File: src/rtl/core_inst_seq_if.sv
// Host/core-side bundle for the instruction sequencer: pass configuration,
// start strobe, OFIFO back-pressure in, instruction word and status out.
interface core_inst_seq_if #(
    parameter int addr_w = 11
);
    logic              start;
    logic [addr_w-1:0] w_base;
    logic [addr_w-1:0] x_base;
    logic [addr_w-1:0] p_base;
    logic [addr_w-1:0] n_act;
    logic              acc_mode;
    logic              ofifo_valid;
    logic [33:0]       inst;
    logic              busy;
    logic              done;

    // Controller / bench side: issues passes and models the OFIFO.
    modport master (
        output start, w_base, x_base, p_base, n_act, acc_mode, ofifo_valid,
        input  inst, busy, done
    );

    // Sequencer side.
    modport slave (
        input  start, w_base, x_base, p_base, n_act, acc_mode, ofifo_valid,
        output inst, busy, done
    );
endinterface

File: src/rtl/core_inst_seq.sv
// Instruction sequencer for one core tile pass:
// weight fetch -> weight load -> array drain -> activation fetch -> execute
// -> execute drain -> OFIFO-to-pmem drain -> done.
// Every output is a register; the word seen in a cycle was computed from the
// state/counter values that cycle will hold, at the edge that starts it.
module core_inst_seq #(
    parameter int row    = 8,
    parameter int col    = 8,
    parameter int addr_w = 11
) (
    input logic           clk,
    input logic           reset,
    core_inst_seq_if.slave bus
);

    typedef enum logic [3:0] {
        S_IDLE   = 4'd0,
        S_WFETCH = 4'd1,
        S_WLOAD  = 4'd2,
        S_WDRAIN = 4'd3,
        S_XFETCH = 4'd4,
        S_EXEC   = 4'd5,
        S_EDRAIN = 4'd6,
        S_DRAIN  = 4'd7,
        S_DONE   = 4'd8
    } state_t;

    // Quiescent word: both memories disabled and write-protected.
    localparam logic [33:0]       IDLE_WORD = 34'h1_800C_0000;
    localparam logic [addr_w-1:0] ZERO_A    = {addr_w{1'b0}};
    localparam logic [addr_w-1:0] ONE_A     = addr_w'(1);
    localparam logic [addr_w-1:0] COL_A     = addr_w'(col);
    localparam logic [addr_w-1:0] COL_M1_A  = addr_w'(col - 1);
    localparam logic [addr_w-1:0] DRN_M1_A  = addr_w'(row + col - 1);

    // Instruction field positions.
    localparam int B_ACC   = 33;
    localparam int B_CEN_P = 32;
    localparam int B_WEN_P = 31;
    localparam int B_CEN_X = 19;
    localparam int B_OF_RD = 6;
    localparam int B_L0_RD = 3;
    localparam int B_L0_WR = 2;
    localparam int B_EXEC  = 1;
    localparam int B_LOAD  = 0;

    state_t            r_state;
    logic [addr_w-1:0] r_cnt;
    logic [addr_w-1:0] r_idx;
    logic [addr_w-1:0] r_w_base;
    logic [addr_w-1:0] r_x_base;
    logic [addr_w-1:0] r_p_base;
    logic [addr_w-1:0] r_n_act;
    logic              r_acc;
    logic [33:0]       r_inst;
    logic              r_busy;
    logic              r_done;

    state_t            w_nxt_state;
    logic [addr_w-1:0] w_nxt_cnt;
    logic [addr_w-1:0] w_nxt_idx;
    logic              w_pop;
    logic [33:0]       w_nxt_inst;
    logic [addr_w-1:0] w_w_base;
    logic [addr_w-1:0] w_x_base;
    logic [addr_w-1:0] w_p_base;
    logic [addr_w-1:0] w_n_act;
    logic              w_acc;
    logic              w_start_ok;

    // Builds the instruction word for a given upcoming state and counter.
    function automatic logic [33:0] make_word(
        input state_t            st,
        input logic [addr_w-1:0] cnt,
        input logic              pop,
        input logic [addr_w-1:0] idx,
        input logic              acc,
        input logic [addr_w-1:0] wb,
        input logic [addr_w-1:0] xb,
        input logic [addr_w-1:0] pb,
        input logic [addr_w-1:0] n
    );
        logic [33:0]       w;
        logic [addr_w-1:0] a;
        w = IDLE_WORD;
        a = ZERO_A;
        if (st != S_IDLE) begin
            w[B_ACC] = acc;
        end else begin
            w[B_ACC] = 1'b0;
        end
        case (st)
            S_WFETCH, S_XFETCH: begin
                // Read phase runs cnt 0..depth-1; L0 write trails by one
                // cycle to cover the xmem read latency.
                if (cnt < ((st == S_WFETCH) ? COL_A : n)) begin
                    a           = ((st == S_WFETCH) ? wb : xb) + cnt;
                    w[B_CEN_X]  = 1'b0;
                    w[17:7]     = 11'(a);
                end else begin
                    w[B_CEN_X]  = 1'b1;
                end
                if (cnt != ZERO_A) begin
                    w[B_L0_WR] = 1'b1;
                end else begin
                    w[B_L0_WR] = 1'b0;
                end
            end
            S_WLOAD: begin
                w[B_L0_RD] = 1'b1;
                w[B_LOAD]  = 1'b1;
            end
            S_EXEC: begin
                w[B_L0_RD] = 1'b1;
                w[B_EXEC]  = 1'b1;
            end
            S_EDRAIN: begin
                w[B_EXEC] = 1'b1;
            end
            S_DRAIN: begin
                if (pop) begin
                    a          = pb + idx;
                    w[B_CEN_P] = 1'b0;
                    w[B_WEN_P] = 1'b0;
                    w[30:20]   = 11'(a);
                    w[B_OF_RD] = 1'b1;
                end else begin
                    w[B_OF_RD] = 1'b0;
                end
            end
            default: begin
                w[B_LOAD] = 1'b0;
            end
        endcase
        return w;
    endfunction

    // Config seen by this edge: live inputs when launching a pass, latched copy otherwise.
    always_comb begin
        w_start_ok = (r_state == S_IDLE) && bus.start;
        if (r_state == S_IDLE) begin
            w_w_base = bus.w_base;
            w_x_base = bus.x_base;
            w_p_base = bus.p_base;
            w_n_act  = bus.n_act;
            w_acc    = bus.acc_mode;
        end else begin
            w_w_base = r_w_base;
            w_x_base = r_x_base;
            w_p_base = r_p_base;
            w_n_act  = r_n_act;
            w_acc    = r_acc;
        end
    end

    // Next-state, cycle counter and drained-entry counter.
    always_comb begin
        w_nxt_state = r_state;
        w_nxt_cnt   = r_cnt + ONE_A;
        w_nxt_idx   = r_idx;
        w_pop       = 1'b0;
        case (r_state)
            S_IDLE: begin
                w_nxt_cnt = ZERO_A;
                w_nxt_idx = ZERO_A;
                if (bus.start) begin
                    w_nxt_state = S_WFETCH;
                end else begin
                    w_nxt_state = S_IDLE;
                end
            end
            S_WFETCH: begin
                if (r_cnt == COL_A) begin
                    w_nxt_state = S_WLOAD;
                    w_nxt_cnt   = ZERO_A;
                end else begin
                    w_nxt_state = S_WFETCH;
                end
            end
            S_WLOAD: begin
                if (r_cnt == COL_M1_A) begin
                    w_nxt_state = S_WDRAIN;
                    w_nxt_cnt   = ZERO_A;
                end else begin
                    w_nxt_state = S_WLOAD;
                end
            end
            S_WDRAIN: begin
                if (r_cnt == DRN_M1_A) begin
                    w_nxt_cnt = ZERO_A;
                    if (r_n_act == ZERO_A) begin
                        w_nxt_state = S_DONE;
                    end else begin
                        w_nxt_state = S_XFETCH;
                    end
                end else begin
                    w_nxt_state = S_WDRAIN;
                end
            end
            S_XFETCH: begin
                if (r_cnt == r_n_act) begin
                    w_nxt_state = S_EXEC;
                    w_nxt_cnt   = ZERO_A;
                end else begin
                    w_nxt_state = S_XFETCH;
                end
            end
            S_EXEC: begin
                if (r_cnt == (r_n_act - ONE_A)) begin
                    w_nxt_state = S_EDRAIN;
                    w_nxt_cnt   = ZERO_A;
                end else begin
                    w_nxt_state = S_EXEC;
                end
            end
            S_EDRAIN: begin
                if (r_cnt == DRN_M1_A) begin
                    w_nxt_state = S_DRAIN;
                    w_nxt_cnt   = ZERO_A;
                end else begin
                    w_nxt_state = S_EDRAIN;
                end
            end
            S_DRAIN: begin
                w_nxt_cnt = ZERO_A;
                if (r_idx == r_n_act) begin
                    w_nxt_state = S_DONE;
                end else begin
                    w_nxt_state = S_DRAIN;
                end
            end
            S_DONE: begin
                w_nxt_state = S_IDLE;
                w_nxt_cnt   = ZERO_A;
            end
            default: begin
                w_nxt_state = S_IDLE;
                w_nxt_cnt   = ZERO_A;
                w_nxt_idx   = ZERO_A;
            end
        endcase
        // A pop is issued in a DRAIN cycle only if the FWFT head was valid
        // when that cycle's word was registered.
        if ((w_nxt_state == S_DRAIN) && bus.ofifo_valid) begin
            w_pop     = 1'b1;
            w_nxt_idx = r_idx + ONE_A;
        end else begin
            w_pop     = 1'b0;
        end
    end

    // Word for the upcoming cycle.
    always_comb begin
        w_nxt_inst = make_word(w_nxt_state, w_nxt_cnt, w_pop, r_idx, w_acc,
                               w_w_base, w_x_base, w_p_base, w_n_act);
    end

    // Sequencer state, counters, latched configuration and registered outputs.
    always_ff @(posedge clk) begin
        if (reset) begin
            r_state  <= S_IDLE;
            r_cnt    <= ZERO_A;
            r_idx    <= ZERO_A;
            r_w_base <= ZERO_A;
            r_x_base <= ZERO_A;
            r_p_base <= ZERO_A;
            r_n_act  <= ZERO_A;
            r_acc    <= 1'b0;
            r_inst   <= IDLE_WORD;
            r_busy   <= 1'b0;
            r_done   <= 1'b0;
        end else begin
            r_state <= w_nxt_state;
            r_cnt   <= w_nxt_cnt;
            r_idx   <= w_nxt_idx;
            r_inst  <= w_nxt_inst;
            r_busy  <= (w_nxt_state != S_IDLE);
            r_done  <= (w_nxt_state == S_DONE);
            if (w_start_ok) begin
                r_w_base <= bus.w_base;
                r_x_base <= bus.x_base;
                r_p_base <= bus.p_base;
                r_n_act  <= bus.n_act;
                r_acc    <= bus.acc_mode;
            end else begin
                r_w_base <= r_w_base;
                r_x_base <= r_x_base;
                r_p_base <= r_p_base;
                r_n_act  <= r_n_act;
                r_acc    <= r_acc;
            end
        end
    end

    assign bus.inst = r_inst;
    assign bus.busy = r_busy;
    assign bus.done = r_done;

endmodule

File: src/flat_wrapper.sv
// flat-port wrapper written by rule: the top's interface ports become plain ports
module core_inst_seq_flat 
#(
    parameter int row    = 8,
    parameter int col    = 8,
    parameter int addr_w = 11
)
  (clk, reset, bus_start, bus_w_base, bus_x_base, bus_p_base, bus_n_act, bus_acc_mode, bus_ofifo_valid, bus_inst, bus_busy, bus_done);
  core_inst_seq_if #(.addr_w(addr_w)) bus_i ();
  input logic clk;
  input logic reset;
  input wire logic [$bits(bus_i.start)-1:0] bus_start;
  input wire logic [$bits(bus_i.w_base)-1:0] bus_w_base;
  input wire logic [$bits(bus_i.x_base)-1:0] bus_x_base;
  input wire logic [$bits(bus_i.p_base)-1:0] bus_p_base;
  input wire logic [$bits(bus_i.n_act)-1:0] bus_n_act;
  input wire logic [$bits(bus_i.acc_mode)-1:0] bus_acc_mode;
  input wire logic [$bits(bus_i.ofifo_valid)-1:0] bus_ofifo_valid;
  output wire logic [$bits(bus_i.inst)-1:0] bus_inst;
  output wire logic [$bits(bus_i.busy)-1:0] bus_busy;
  output wire logic [$bits(bus_i.done)-1:0] bus_done;
  assign bus_i.start = bus_start;
  assign bus_i.w_base = bus_w_base;
  assign bus_i.x_base = bus_x_base;
  assign bus_i.p_base = bus_p_base;
  assign bus_i.n_act = bus_n_act;
  assign bus_i.acc_mode = bus_acc_mode;
  assign bus_i.ofifo_valid = bus_ofifo_valid;
  assign bus_inst = bus_i.inst;
  assign bus_busy = bus_i.busy;
  assign bus_done = bus_i.done;
  core_inst_seq #(.row(row), .col(col), .addr_w(addr_w)) u_core (.clk(clk), .reset(reset), .bus(bus_i));
endmodule
File: config.mk
export PLATFORM = sky130hd
export DESIGN_NAME = core_inst_seq_flat
export DESIGN_NICKNAME = d
export VERILOG_FILES = /design/src/rtl/core_inst_seq_if.sv /design/src/rtl/core_inst_seq.sv /design/src/flat_wrapper.sv
export SDC_FILE = /design/constraint.sdc
export NUM_CORES = 1
export LEC_CHECK = 0
export CELL_PAD_IN_SITES_DETAIL_PLACEMENT = 0
export CELL_PAD_IN_SITES_GLOBAL_PLACEMENT = 1
export CORE_ASPECT_RATIO = 1.1
export CORE_MARGIN = 2
export CORE_UTILIZATION = 40
export DETAILED_ROUTE_END_ITERATION = 6
export GPL_TIMING_DRIVEN = 0
export PLACE_DENSITY = 0.83
export SLEW_MARGIN = 20
export SYNTH_ARGS = -nofsm -noshare
export SYNTH_HDL_FRONTEND = slang
export SYNTH_SLANG_ARGS = --single-unit
File: constraint.sdc
create_clock -name clk -period 7.08 [get_ports clk]
set_input_delay 1.062 -clock clk [delete_from_list [all_inputs] [get_ports clk]]
set_output_delay 1.062 -clock clk [all_outputs]
set_load 0.03 [all_outputs]
==> results of run 1 <==
per-layer routing:
| layer | up-vias | GRT usage [%] | share of wire (%) |
|---|---|---|---|
| met5 | - | 0 | 0 |
| met1 | 2657 | 27.9 | 46 |
| met4 | 0 | 10.7 | 3.8 |
| li1 | 3079 | - | - |
| met2 | 161 | 35.7 | 46 |
| met3 | 33 | 2.87 | 4.9 |
power by group:
part	total [uW]	internal [uW]	leakage [uW]	switching (uW)
Combinational	419	167	0.00216	252
Clock	535	290	0.000152	245
Sequential	623	609	0.000839	13.9
Total	1580	1070	0.00315	510
registers in the layout, indices dropped and copies added, names as in the netlist:
signal	count
u_core.r_p_base	11
u_core.r_w_base	11
u_core.bus.busy	1
u_core.r_n_act	11
u_core.r_cnt	11
u_core.bus.done	1
u_core.r_idx	11
u_core.r_acc	1
u_core.bus.inst	30
u_core.r_x_base	11
u_core.r_state	4
final timing paths:
check / slack (ps) / startpoint / to / depth (start not counted)
max reg2reg: 500 / u_core.r_cnt[7]$_SDFF_PP0_ / u_core.bus.inst[17]$_SDFF_PP0_ / 20
max: 500 / u_core.r_cnt[7]$_SDFF_PP0_ / u_core.bus.inst[17]$_SDFF_PP0_ / 20
min reg2reg: 460 / u_core.r_w_base[0]$_SDFFE_PP0P_ / u_core.r_w_base[0]$_SDFFE_PP0P_ / 2
min: 460 / u_core.r_w_base[0]$_SDFFE_PP0P_ / u_core.r_w_base[0]$_SDFFE_PP0P_ / 2
worst min-delay path: stages (launching register included):
cell	delay [ps]
dfxtp_1	310
nand2_1	50
a21oi_1	50
cells by family after synthesis:
group / after synthesis
compound gates: 171
xor+xnor: 52
fa+ha+maj: 36
buf+inv: 73
flops: 103
mux: 25
other cells: 2
simple gates: 374
repair_timing:
action | in CTS | in global routing
hold endpoints to repair | 0 | 0
endpoints found under the setup margin | 0 | 1
resized for setup | 0 | 1
area by class of cell:
class,instances,area [um2],share of cell area (%)
clock inverter,6,75.1,0.969
clock buffer,10,239,3.08
inverter,17,63.8,0.824
sequential,103,2060,26.6
timing repair buffer,80,801,10.3
buffer,56,245,3.16
tap,200,250,3.23
multi-input combinational,661,4010,51.8
placed cells by master, fill, tap and decap left out, types with 11 or more instances in the layout:
cell and n:
nor2_1 62, xor2_1 22, ha_1 34, and3_1 11, dfxtp_1 103, a21oi_1 86
clkbuf_1 42, xnor2_1 30, mux2i_1 14, nor4_1 11, inv_1 16, clkdlybuf4s50_1 80
nand3_1 16, mux2_2 11, nand2_1 184, nor3_1 20, o21ai_0 22
metrics by stage:
stage / total power (uW) / hold slack (ps)
final: 1580 / 456
after global placement: 1050 / 440
after detailed placement: 1050 / 444
after floorplan: 917 / 433
after global routing: 1660 / 475
after CTS: 1580 / 455
==> key figures, run 1 <==
Die
  – Full die area: 17000 um2
  – Die extent in x: 124 um
  – Core area: 15600 um2
  – Die Ht: 136 um
  – Rows: 48
  – Starting Density: 40.8%
  – Ports: 85

CTS
  – Worst-path clk slew: 70 ps
  – Clk Latency, worst-skew pair: 370 ps
  – CTS Hold Buffers Added: 0
  – Post-CTS setup buffers: 0
  – CTS Buffer Depth: 2
  – H-tree Lvls: 3
  – Clock tree sinks: 103
  – CTS root buf: clkbuf_16
  – Cts bufs inserted: 9
  – CTS tree: built

Critical path
  – Most used cell, CP: a21oi_1
  – WP buf/inv: 3
  – Top delay family on crit path: compound AO/OA/AOI/OAI gates
  – Worst setup EP type: register
  – Critical Path, Cell by Cell: clkbuf_1 -> xor2_1 -> or4b_2 -> or4_1 -> nand4_1 -> nand2_1 -> clkbuf_1 -> buf_2 -> mux2i_1 -> a21oi_1 -> ha_1 -> fa_1 -> a21o_1 -> a21oi_1 -> o21bai_1 -> a2111o_1 -> a41oi_2 -> o211ai_1 -> a221o_1 -> a21oi_1
  – Worst path max stage delay: 730 ps
  – Critical path data required time: 7350 ps
  – CP Launch Type: register
  – Crit Path Class: register to register
  – Crit-path slowest cell: or4b_2
  – Crit-path max FO: 10
  – Data arrival time of the worst path: 6850 ps

Timing
  – Final hold violation count: 0
  – Final period util: 92.9%
  – Worst rel slew slack: 40.8%
  – Slew Viols, Final: 0
  – Worst setup margin: 500 ps
  – Fmax: 152 MHz
  – Slew @ Worst Pin: 888 ps
  – Final Critical Period: 6580 ps
  – Clock Skew: 11.5 ps
  – Final setup fails: 0
  – TNS Setup: 0 ps
  – Unrepaired setup endpoints after global routing: false

Global routing
  – Congestion Overflow GR: 0
  – First-pass GRT wire length: 28900 um
  – Pin count of the biggest net entering global routing: 19
  – Vias in the first global route: 5480
  – Initial antenna violation count: 0
  – Total GRT Usage: 21.6%

Job
  – Max_cap viols: 0

Yosys
  – Post-synthesis compound-gate area fraction: 16.6%
  – Main combinational cell family by area after synthesis: simple AND/OR/NAND/NOR gates
  – Avg Inst Size Synth: 7.62 um2
  – Dominant cells by area after synthesis: dfxtp_1 32%, nand2_1 11%, a21oi_1 6.8%
  – Post-synthesis xor/xnor area fraction: 7.15%
  – Most frequent cells after synthesis: 184 x nand2_1, 103 x dfxtp_1, 86 x a21oi_1
  – Yosys top cell by area: dfxtp_1
  – Post-synthesis register bit count: 103
  – Mux share of post-synthesis cell area: 4.14%
  – EDFF count, synth: 0
  – Top_reg_cell synth: dfxtp_1
  – Synth Area in Adders: 7.30%
  – Async S/R FF share, synth: 0%
  – Cells after synthesis: 836
  – Yosys cell types: 70
  – Part of the Yosys area used for sequential elements: 32.4%
  – Syn. warnings: 0
  – Synthesized area: 6370 um2
  – Cell with the most instances after synthesis: nand2_1
  – Simple-gate portion of the synthesized area: 27.5%
  – Share of the synthesized area in the top cell type: 32.4%

Layout
  – Fill count: 1592
  – Antenna cell count: 0
  – Finished Cell Area: 7750 um2
  – Final design utilization: 49.6%
  – Layout cells sized above 1: 6.11%
  – Layout Nets: 1013
  – Synth-to-layout area growth: 21.6%
  – Final Non-Filler Cells: 1133

Detailed routing
  – Post-route ant nets: 0
  – Final wirelength: 18200 um
  – Number of DRC markers in iteration 0: 416
  – DRC violations left: 0
  – Vias post-DR: 5930
  – Wire length per cell: 16.0 um
  – DRT Pass-1 Iters: 7
  – Vias per inst: 5.23

Pwr
  – Power per cell area: 203 nW/um2
  – Worst VDD drop: 0.144 mV
  – LEAKAGE: 0.00315 uW

Placed design
  – Final GP Congestion: 0.966
  – Cells after DPL: 1117
  – Port Buf Inserts: 80
  – Pre-CTS setup slack: 57.3 ps
  – DPL Wire Length: 13900 um
  – Post-DP Area: 7430 um2

Status
  – Status: completed

Hold path
  – Worst hold-check path type: register to register
Note: power is estimated with default switching activity, not from simulation.
==> inputs of run 2 (changes only) <==
--- a/config.mk
+++ b/config.mk
@@ -5,13 +5,13 @@
 export SDC_FILE = /design/constraint.sdc
 export NUM_CORES = 1
 export LEC_CHECK = 0
+export CAP_MARGIN = 20
 export CELL_PAD_IN_SITES_DETAIL_PLACEMENT = 0
 export CELL_PAD_IN_SITES_GLOBAL_PLACEMENT = 1
 export CORE_ASPECT_RATIO = 1.1
 export CORE_MARGIN = 2
 export CORE_UTILIZATION = 40
 export DETAILED_ROUTE_END_ITERATION = 6
-export GPL_TIMING_DRIVEN = 0
 export PLACE_DENSITY = 0.83
 export SLEW_MARGIN = 20
 export SYNTH_ARGS = -nofsm -noshare
==> run 2 against run 1 <==
  * First-iteration DRC count rose by 7.7%
  * Setup slack improved by 780 ps
  * Sequential share of layout area increased by 0.67 points
  * Hold slack got worse by 3.0 ps
  * Critical endpoint unchanged
==> key figures, run 2 (synthesis gave the netlist of run 1 again) <==
Status
  – Status: completed

Pwr
  – Worst VDD drop: 0.128 mV (-11%)
  – Net Sw Power: 499 uW (-2.3%)
  – LEAKAGE: 0.00308 uW (-2.1%)
  – Comb power frac: 25.8% (-0.8 points)
  – Seq pwr share: 41.0% (+1.5 points)
  – Switching share of total power: 32.2% (-0.16 points)
  – Power share of the clock group: 33.2% (-0.7 points)
  – Power per cell area: 205 nW/um2 (+0.67%)
  – P_int: 1050 uW (-1.6%)

Layout
  – Layout cells sized above 1: 6.32% (+0.21 points)
  – Commonest non-fill, non-tap cell in the layout: nand2_1
  – Synth-to-layout area growth: 18.6%
  – Antenna cell count: 0 (unchanged)
  – Max FFs per register: 30 (unchanged)
  – Finished Cell Area: 7560 um2 (-2.4%)
  – Highest-count cells in the layout ignoring fill and taps: 184 x nand2_1, 103 x dfxtp_1, 86 x a21oi_1, 80 x clkdlybuf4s50_1, 62 x nor2_1
  – Layout Nets: 966 (-4.6%)
  – Fill count: 1570 (-1.4%)

Timing
  – Final Critical Period: 5800 ps (-784 ps)
  – Final setup fails: 0 (unchanged)
  – Unrepaired setup endpoints after global routing: false
  – Final hold violation count: 0 (unchanged)
  – Worst rel slew slack: 50.6% (+9.8 points)
  – TNS Setup: 0 ps (unchanged)
  – Slew @ Worst Pin: 741 ps (-147 ps)
  – Worst hold slack: 453 ps (-2.96 ps)
  – Clock Skew: 10.6 ps (-0.812 ps)
  – Slew Viols, Final: 0 (unchanged)
  – Fmax: 173 MHz (+14%)
  – Final period util: 81.9% (-11 points)
  – Worst setup margin: 1280 ps (+784 ps)

Placed design
  – Port Buf Inserts: 81 (+1.3%)
  – Final GP Congestion: 0.985 (+2.0%)
  – Pre-CTS setup slack: 1340 ps (+1280 ps)
  – Post-DP Area: 7250 um2 (-2.3%)
  – DPL Wire Length: 13300 um (-4.2%)

Die
  – Starting Density: 40.8% (unchanged)
  – Rows: 48 (unchanged)
  – Die Ht: 136 um (unchanged)
  – Die extent in x: 124 um (unchanged)
  – Core area: 15600 um2 (unchanged)
  – Ports: 85 (unchanged)
  – Full die area: 17000 um2 (unchanged)

Detailed routing
  – Wire length per cell: 16.5 um (+3.2%)
  – Number of DRC markers in iteration 0: 448 (+7.7%)
  – DRT Pass-1 Iters: 5 (-2)
  – DRC violations left: 0 (unchanged)
  – Final wirelength: 18000 um (-1.1%)
  – Post-route ant nets: 0 (unchanged)
  – Vias post-DR: 5916 (-0.24%)
  – Vias per inst: 5.45 (+4.1%)

CTS
  – Clock tree sinks: 103 (unchanged)
  – H-tree Lvls: 3 (unchanged)
  – CTS Buffer Depth: 2 (unchanged)
  – CTS Hold Buffers Added: 0 (unchanged)
  – Post-CTS setup buffers: 0 (unchanged)
  – CTS tree: built
  – Resized Gates After CTS: 0 (unchanged)
  – CTS root buf: clkbuf_16
  – Worst-path clk slew: 80 ps (about the same)
  – Cts bufs inserted: 9 (unchanged)
  – Clk Latency, worst-skew pair: 360 ps (about the same)

Critical path
  – Worst path max stage delay: 480 ps (-250 ps)
  – Data arrival time of the worst path: 6080 ps (-770 ps)
  – Critical path data required time: 7370 ps (+20 ps)
  – Critical Path, Cell by Cell: inv_1 -> ha_1 -> or3b_1 -> or4_1 -> a32oi_1 -> o2111ai_1 -> o21a_1 -> nor2_1 -> nor2_1 -> ha_1 -> fa_1 -> a21o_1 -> a21oi_1 -> o21bai_1 -> a2111o_1 -> a41oi_1 -> o211ai_1 -> a221o_1 -> a21oi_1
  – WP buf/inv: 1 (-2)
  – Crit Path Class: register to register
  – Top delay family on crit path: compound AO/OA/AOI/OAI gates
  – Crit-path slowest cell: or4_1
  – Worst setup EP type: register
  – CP Launch Type: register
  – Crit-path max FO: 10 (unchanged)

Global routing
  – Pin count of the biggest net entering global routing: 63 (+44)
  – Congestion Overflow GR: 0 (unchanged)
  – Vias in the first global route: 5545 (+1.2%)
  – Initial antenna violation count: 0 (unchanged)
  – First-pass GRT wire length: 29100 um (+0.81%)
  – Total GRT Usage: 21.6% (about the same)

Hold path
  – Worst hold-check path type: register to register

Job
  – Max_cap viols: 0 (unchanged)
run 2: cell types whose count changed in the layout (fill, tap and decap cells not counted), moves of 2 or more:
cell	change
buf_2	-3
buf_4	+4
clkinv_2	+2
clkbuf_1	-42
buf_1	-4
buf_6	-2
run 2: metrics by stage:
stage	instances	total power, uW	util (%)
floorplan	837	917	-
global placement	1070	1050	46.5
detailed placement	1070	1050	46.5
CTS	1086	1560	48.4
global route	1086	1630	48.4
finish	1086	1550	48.4
run 2: worst paths after layout:
| kind | start | end | slack [ps] | depth (start not counted) |
|---|---|---|---|---|
| hold / removal | u_core.r_w_base[2]$_SDFFE_PP0P_ | u_core.r_w_base[2]$_SDFFE_PP0P_ | 450 | 2 |
| setup / recovery | u_core.r_n_act[0]$_SDFFE_PP0P_ | u_core.bus.inst[17]$_SDFF_PP0_ | 1280 | 19 |
| setup reg to reg | u_core.r_n_act[0]$_SDFFE_PP0P_ | u_core.bus.inst[17]$_SDFF_PP0_ | 1280 | 19 |
| hold reg to reg | u_core.r_w_base[2]$_SDFFE_PP0P_ | u_core.r_w_base[2]$_SDFFE_PP0P_ | 450 | 2 |
run 2: area by class of cell:
| type | count | area, um2 | share of cell area (%) |
|---|---|---|---|
| sequential | 103 | 2060 | 27.3 |
| inverter | 17 | 63.8 | 0.844 |
| multi-input combinational | 661 | 4010 | 53.1 |
| timing repair buffer | 89 | 866 | 11.5 |
| tap | 200 | 250 | 3.31 |
| clock buffer | 9 | 225 | 2.98 |
| clock inverter | 7 | 81.3 | 1.08 |
run 2: worst register-to-register path: cells and delay by family (launching register included):
family / cells / cell delay [ps]
AO/OA/AOI/OAI: 11 / 2770
adder cells (fa/ha/maj): 3 / 930
buffers and inverters: 1 / 110
AND/OR/NAND/NOR: 4 / 1510
flip-flops: 1 / 400
run 2: power by group through the flow:
stage                     clock, uW  combinational [uW]  sequential (uW)
after global routing            552                 440              639
final                           515                 399              635
after detailed placement          0                 399              648
after floorplan                   0                 262              655
after global placement            0                 400              648
after CTS                       528                 402              635
run 2: metal layers:
metal | part of all wire, % | track usage [%] | vias up | routed length (um)
met5 | 0 | 0 | - | 0
met4 | 3.1 | 8.74 | 0 | 556
met3 | 3.8 | 3.74 | 32 | 680
met2 | 48 | 36.7 | 139 | 8680
met1 | 45 | 27.3 | 2757 | 8050
li1 | - | - | 2988 | -
==> inputs of run 3 (changes only) <==
--- a/config.mk
+++ b/config.mk
@@ -10,9 +10,9 @@
 export CELL_PAD_IN_SITES_GLOBAL_PLACEMENT = 1
 export CORE_ASPECT_RATIO = 1.1
 export CORE_MARGIN = 2
-export CORE_UTILIZATION = 40
+export CORE_UTILIZATION = 37
 export DETAILED_ROUTE_END_ITERATION = 6
-export PLACE_DENSITY = 0.83
+export PLACE_DENSITY = 0.81
 export SLEW_MARGIN = 20
 export SYNTH_ARGS = -nofsm -noshare
 export SYNTH_HDL_FRONTEND = slang
==> constraint.sdc (replaced) <==
create_clock -name clk -period 4.8 [get_ports clk]
set_input_delay 0.72 -clock clk [delete_from_list [all_inputs] [get_ports clk]]
set_output_delay 0.72 -clock clk [all_outputs]
set_load 0.03 [all_outputs]
==> run 3 against run 2 <==
  * Non-clock buffer count rose by 42
  * Maximum frequency grew 25%
  * Sequential power up 45%
  * Final cell count increased by 7.0%
  * Die area is 7.9% higher
  * Critical path depth decreased by 1
  * Largest power group unchanged
  * Highest routed layer unchanged
  * Critical path type unchanged
  * Total power is 49% higher
  * Sequential cell count stayed put
  * Wire length is 5.8% higher
  * Register-to-register slack got worse by 1100 ps
  * Clock-buffer cell count rose by 1
==> key figures, run 3 (synthesis gave the netlist of run 1 again) <==
Detailed routing
  – Wire length per cell: 16.4 um (-1.1%)
  – Post-route ant nets: 0 (unchanged)
  – Number of DRC markers in iteration 0: 420 (-6.3%)
  – Vias post-DR: 6101 (+3.1%)
  – DRC violations left: 0 (unchanged)
  – DRT Pass-1 Iters: 5 (unchanged)
  – Vias per inst: 5.25 (-3.6%)
  – Final wirelength: 19000 um (+5.8%)

CTS
  – CTS root buf: clkbuf_16
  – CTS Buffer Depth: 2 (unchanged)
  – Clk Latency, worst-skew pair: 360 ps (about the same)
  – Cts bufs inserted: 9 (unchanged)
  – Clock tree sinks: 103 (unchanged)
  – Worst-path clk slew: 80 ps (about the same)
  – CTS tree: built
  – CTS Hold Buffers Added: 0 (unchanged)
  – H-tree Lvls: 3 (unchanged)

Layout
  – Layout Nets: 1008 (+4.3%)
  – Fill count: 1700 (+8.3%)
  – Commonest non-fill, non-tap cell in the layout: nand2_1
  – Layout cells sized above 1: 12.1% (+5.7 points)
  – Highest-count cells in the layout ignoring fill and taps: 183 x nand2_1, 102 x dfxtp_1, 85 x a21oi_1, 80 x clkdlybuf4s50_1, 61 x nor2_1
  – Synth-to-layout area growth: 25.2%
  – Finished Cell Area: 7980 um2 (+5.5%)
  – Max FFs per register: 30 (unchanged)
  – Antenna cell count: 0 (unchanged)

Pwr
  – Power per cell area: 289 nW/um2 (+41%)
  – Seq pwr share: 40.0% (-1.0 points)
  – Power share of the clock group: 31.7% (-1.5 points)
  – Comb power frac: 28.3% (+2.5 points)
  – LEAKAGE: 0.00329 uW (+6.8%)
  – Worst VDD drop: 0.174 mV (+35%)
  – Switching share of total power: 33.0% (+0.80 points)
  – Net Sw Power: 762 uW (+53%)
  – Tot Pwr: 2310 uW (+49%)
  – P_int: 1550 uW (+47%)

Global routing
  – Congestion Overflow GR: 0 (unchanged)
  – Pin count of the biggest net entering global routing: 62 (-1.6%)
  – Vias in the first global route: 5881 (+6.1%)
  – Initial antenna violation count: 0 (unchanged)
  – First-pass GRT wire length: 30600 um (+5.3%)
  – Total GRT Usage: 21.6% (-0.046 points)

Status
  – Status: completed

Critical path
  – RR Startpoint: u_core.r_n_act[7]$_SDFFE_PP0P_
  – Crit-path slowest cell: or4b_4
  – WP buf/inv: 1 (unchanged)
  – Worst setup EP type: register
  – FF-to-FF path depth: 18 (-1)
  – R2R Setup Slk: 170 ps (-1120 ps)
  – Reg2reg end: u_core.bus.inst[17]$_SDFF_PP0_
  – Crit-path max FO: 6 (-4)
  – Crit Path Class: register to register
  – CP Launch Point: u_core.r_n_act[7]$_SDFFE_PP0P_
  – Data arrival time of the worst path: 4930 ps (-1150 ps)
  – Critical Path, Cell by Cell: xor2_1 -> or4b_4 -> or4_4 -> nand4_1 -> nand2_2 -> buf_4 -> mux2_2 -> nor2_1 -> a21oi_1 -> fa_2 -> a21o_1 -> a21oi_2 -> o21bai_1 -> a2111o_1 -> a41oi_2 -> o211ai_1 -> a221o_1 -> a21oi_1
  – Critical Path Sink: u_core.bus.inst[17]$_SDFF_PP0_
  – CP Launch Type: register
  – Worst path max stage delay: 580 ps (+100 ps)
  – Most used cell, CP: a21oi_1
  – Top delay family on crit path: compound AO/OA/AOI/OAI gates
  – Stages on worst setup path: 18 (-1)
  – Critical path data required time: 5090 ps (-2280 ps)

Timing
  – Final period util: 96.5% (+15 points)
  – Fmax: 216 MHz (+25%)
  – Worst hold slack: 455 ps (+2.46 ps)
  – Final setup fails: 0 (unchanged)
  – Clock Skew: 9.13 ps (-1.51 ps)
  – Final hold violation count: 0 (unchanged)
  – Slew Viols, Final: 0 (unchanged)
  – Final Critical Period: 4630 ps (-1160 ps)
  – Slew @ Worst Pin: 795 ps (+54.1 ps)
  – Worst rel slew slack: 47.0% (-3.6 points)

Die
  – Rows: 50 (+4.2%)
  – Ports: 85 (unchanged)
  – Core area: 17000 um2 (+8.6%)
  – Die Ht: 142 um (+3.9%)
  – Die extent in x: 129 um (+3.8%)
  – Full die area: 18300 um2 (+7.9%)
  – Starting Density: 37.6% (-3.2 points)

Placed design
  – Port Buf Inserts: 81 (unchanged)
  – DPL Wire Length: 14100 um (+6.0%)
  – Final GP Congestion: 0.920 (-6.6%)
  – Post-DP Area: 7620 um2 (+5.0%)

Hold path
  – Worst hold-check path type: register to register

Job
  – Max_cap viols: 0 (unchanged)
## run 3: cell count changes in the layout (fill, tap and decap cells not counted), sizes merged
cell,change
buf,+42
clkinv,-3
clkinvlp,+3
bufinv,-1
clkbuf,+1
## run 3: area by class of cell
class                      instances  area (um2)  area share [%]
inverter                          17        63.8           0.800
timing repair buffer             131        1180            14.8
multi-input combinational        661        4080            51.2
tap                              234         293            3.67
sequential                       103        2060            25.9
clock buffer                      10         239            3.00
clock inverter                     6        52.6           0.659
## run 3: timing repair
item	4_1_cts	5_1_grt
setup endpoints to repair	1	2
pin swaps	2	7
buffers inserted	1	1
gates resized for setup	4	6
## run 3: tightest hold or removal path, stage by stage, from the launching register on
cell and delay [ps]:
dfxtp_1 310, nand2_1 50, a21oi_1 50
## run 3: worst min path at each step
stage	end	cells past startpoint	from
after floorplan	u_core.r_x_base[0]$_SDFFE_PP0P_	2	u_core.r_x_base[0]$_SDFFE_PP0P_
final	u_core.r_x_base[4]$_SDFFE_PP0P_	2	u_core.r_x_base[4]$_SDFFE_PP0P_
after global placement	u_core.r_x_base[6]$_SDFFE_PP0P_	2	u_core.r_x_base[6]$_SDFFE_PP0P_
after global routing	u_core.r_w_base[5]$_SDFFE_PP0P_	2	u_core.r_w_base[5]$_SDFFE_PP0P_
after CTS	u_core.r_p_base[10]$_SDFFE_PP0P_	2	u_core.r_p_base[10]$_SDFFE_PP0P_
after detailed placement	u_core.r_p_base[10]$_SDFFE_PP0P_	2	u_core.r_p_base[10]$_SDFFE_PP0P_
## run 3: power by group through the flow
stage	combinational, uW	sequential, uW	clock [uW]
2_1_floorplan	395	966	0
3_3_place_gp	645	942	0
3_5_place_dp	645	942	0
4_1_cts	650	922	754
5_1_grt	721	928	789
6_report	653	923	732
## run 3: metal layers
metal | track usage, % | vias up | wire length (um) | share of wire [%]
met5 | 0 | - | 0 | 0
met4 | 10.0 | 0 | 793 | 4.2
met3 | 3.85 | 47 | 875 | 4.6
met2 | 35.0 | 176 | 8960 | 47
met1 | 27.7 | 2811 | 8390 | 44
li1 | - | 3067 | - | -
## run 3: stage by stage
step	setup TNS, ps	utilization, %	instances	worst slack [ps]
after floorplan	0	-	837	23.2
after global placement	0	44.9	1144	28.1
after detailed placement	-61.3	44.9	1144	-61.3
after CTS	0	46.8	1161	50.6
after global routing	-4.09	47.0	1162	-4.09
final	0	47.0	1162	168
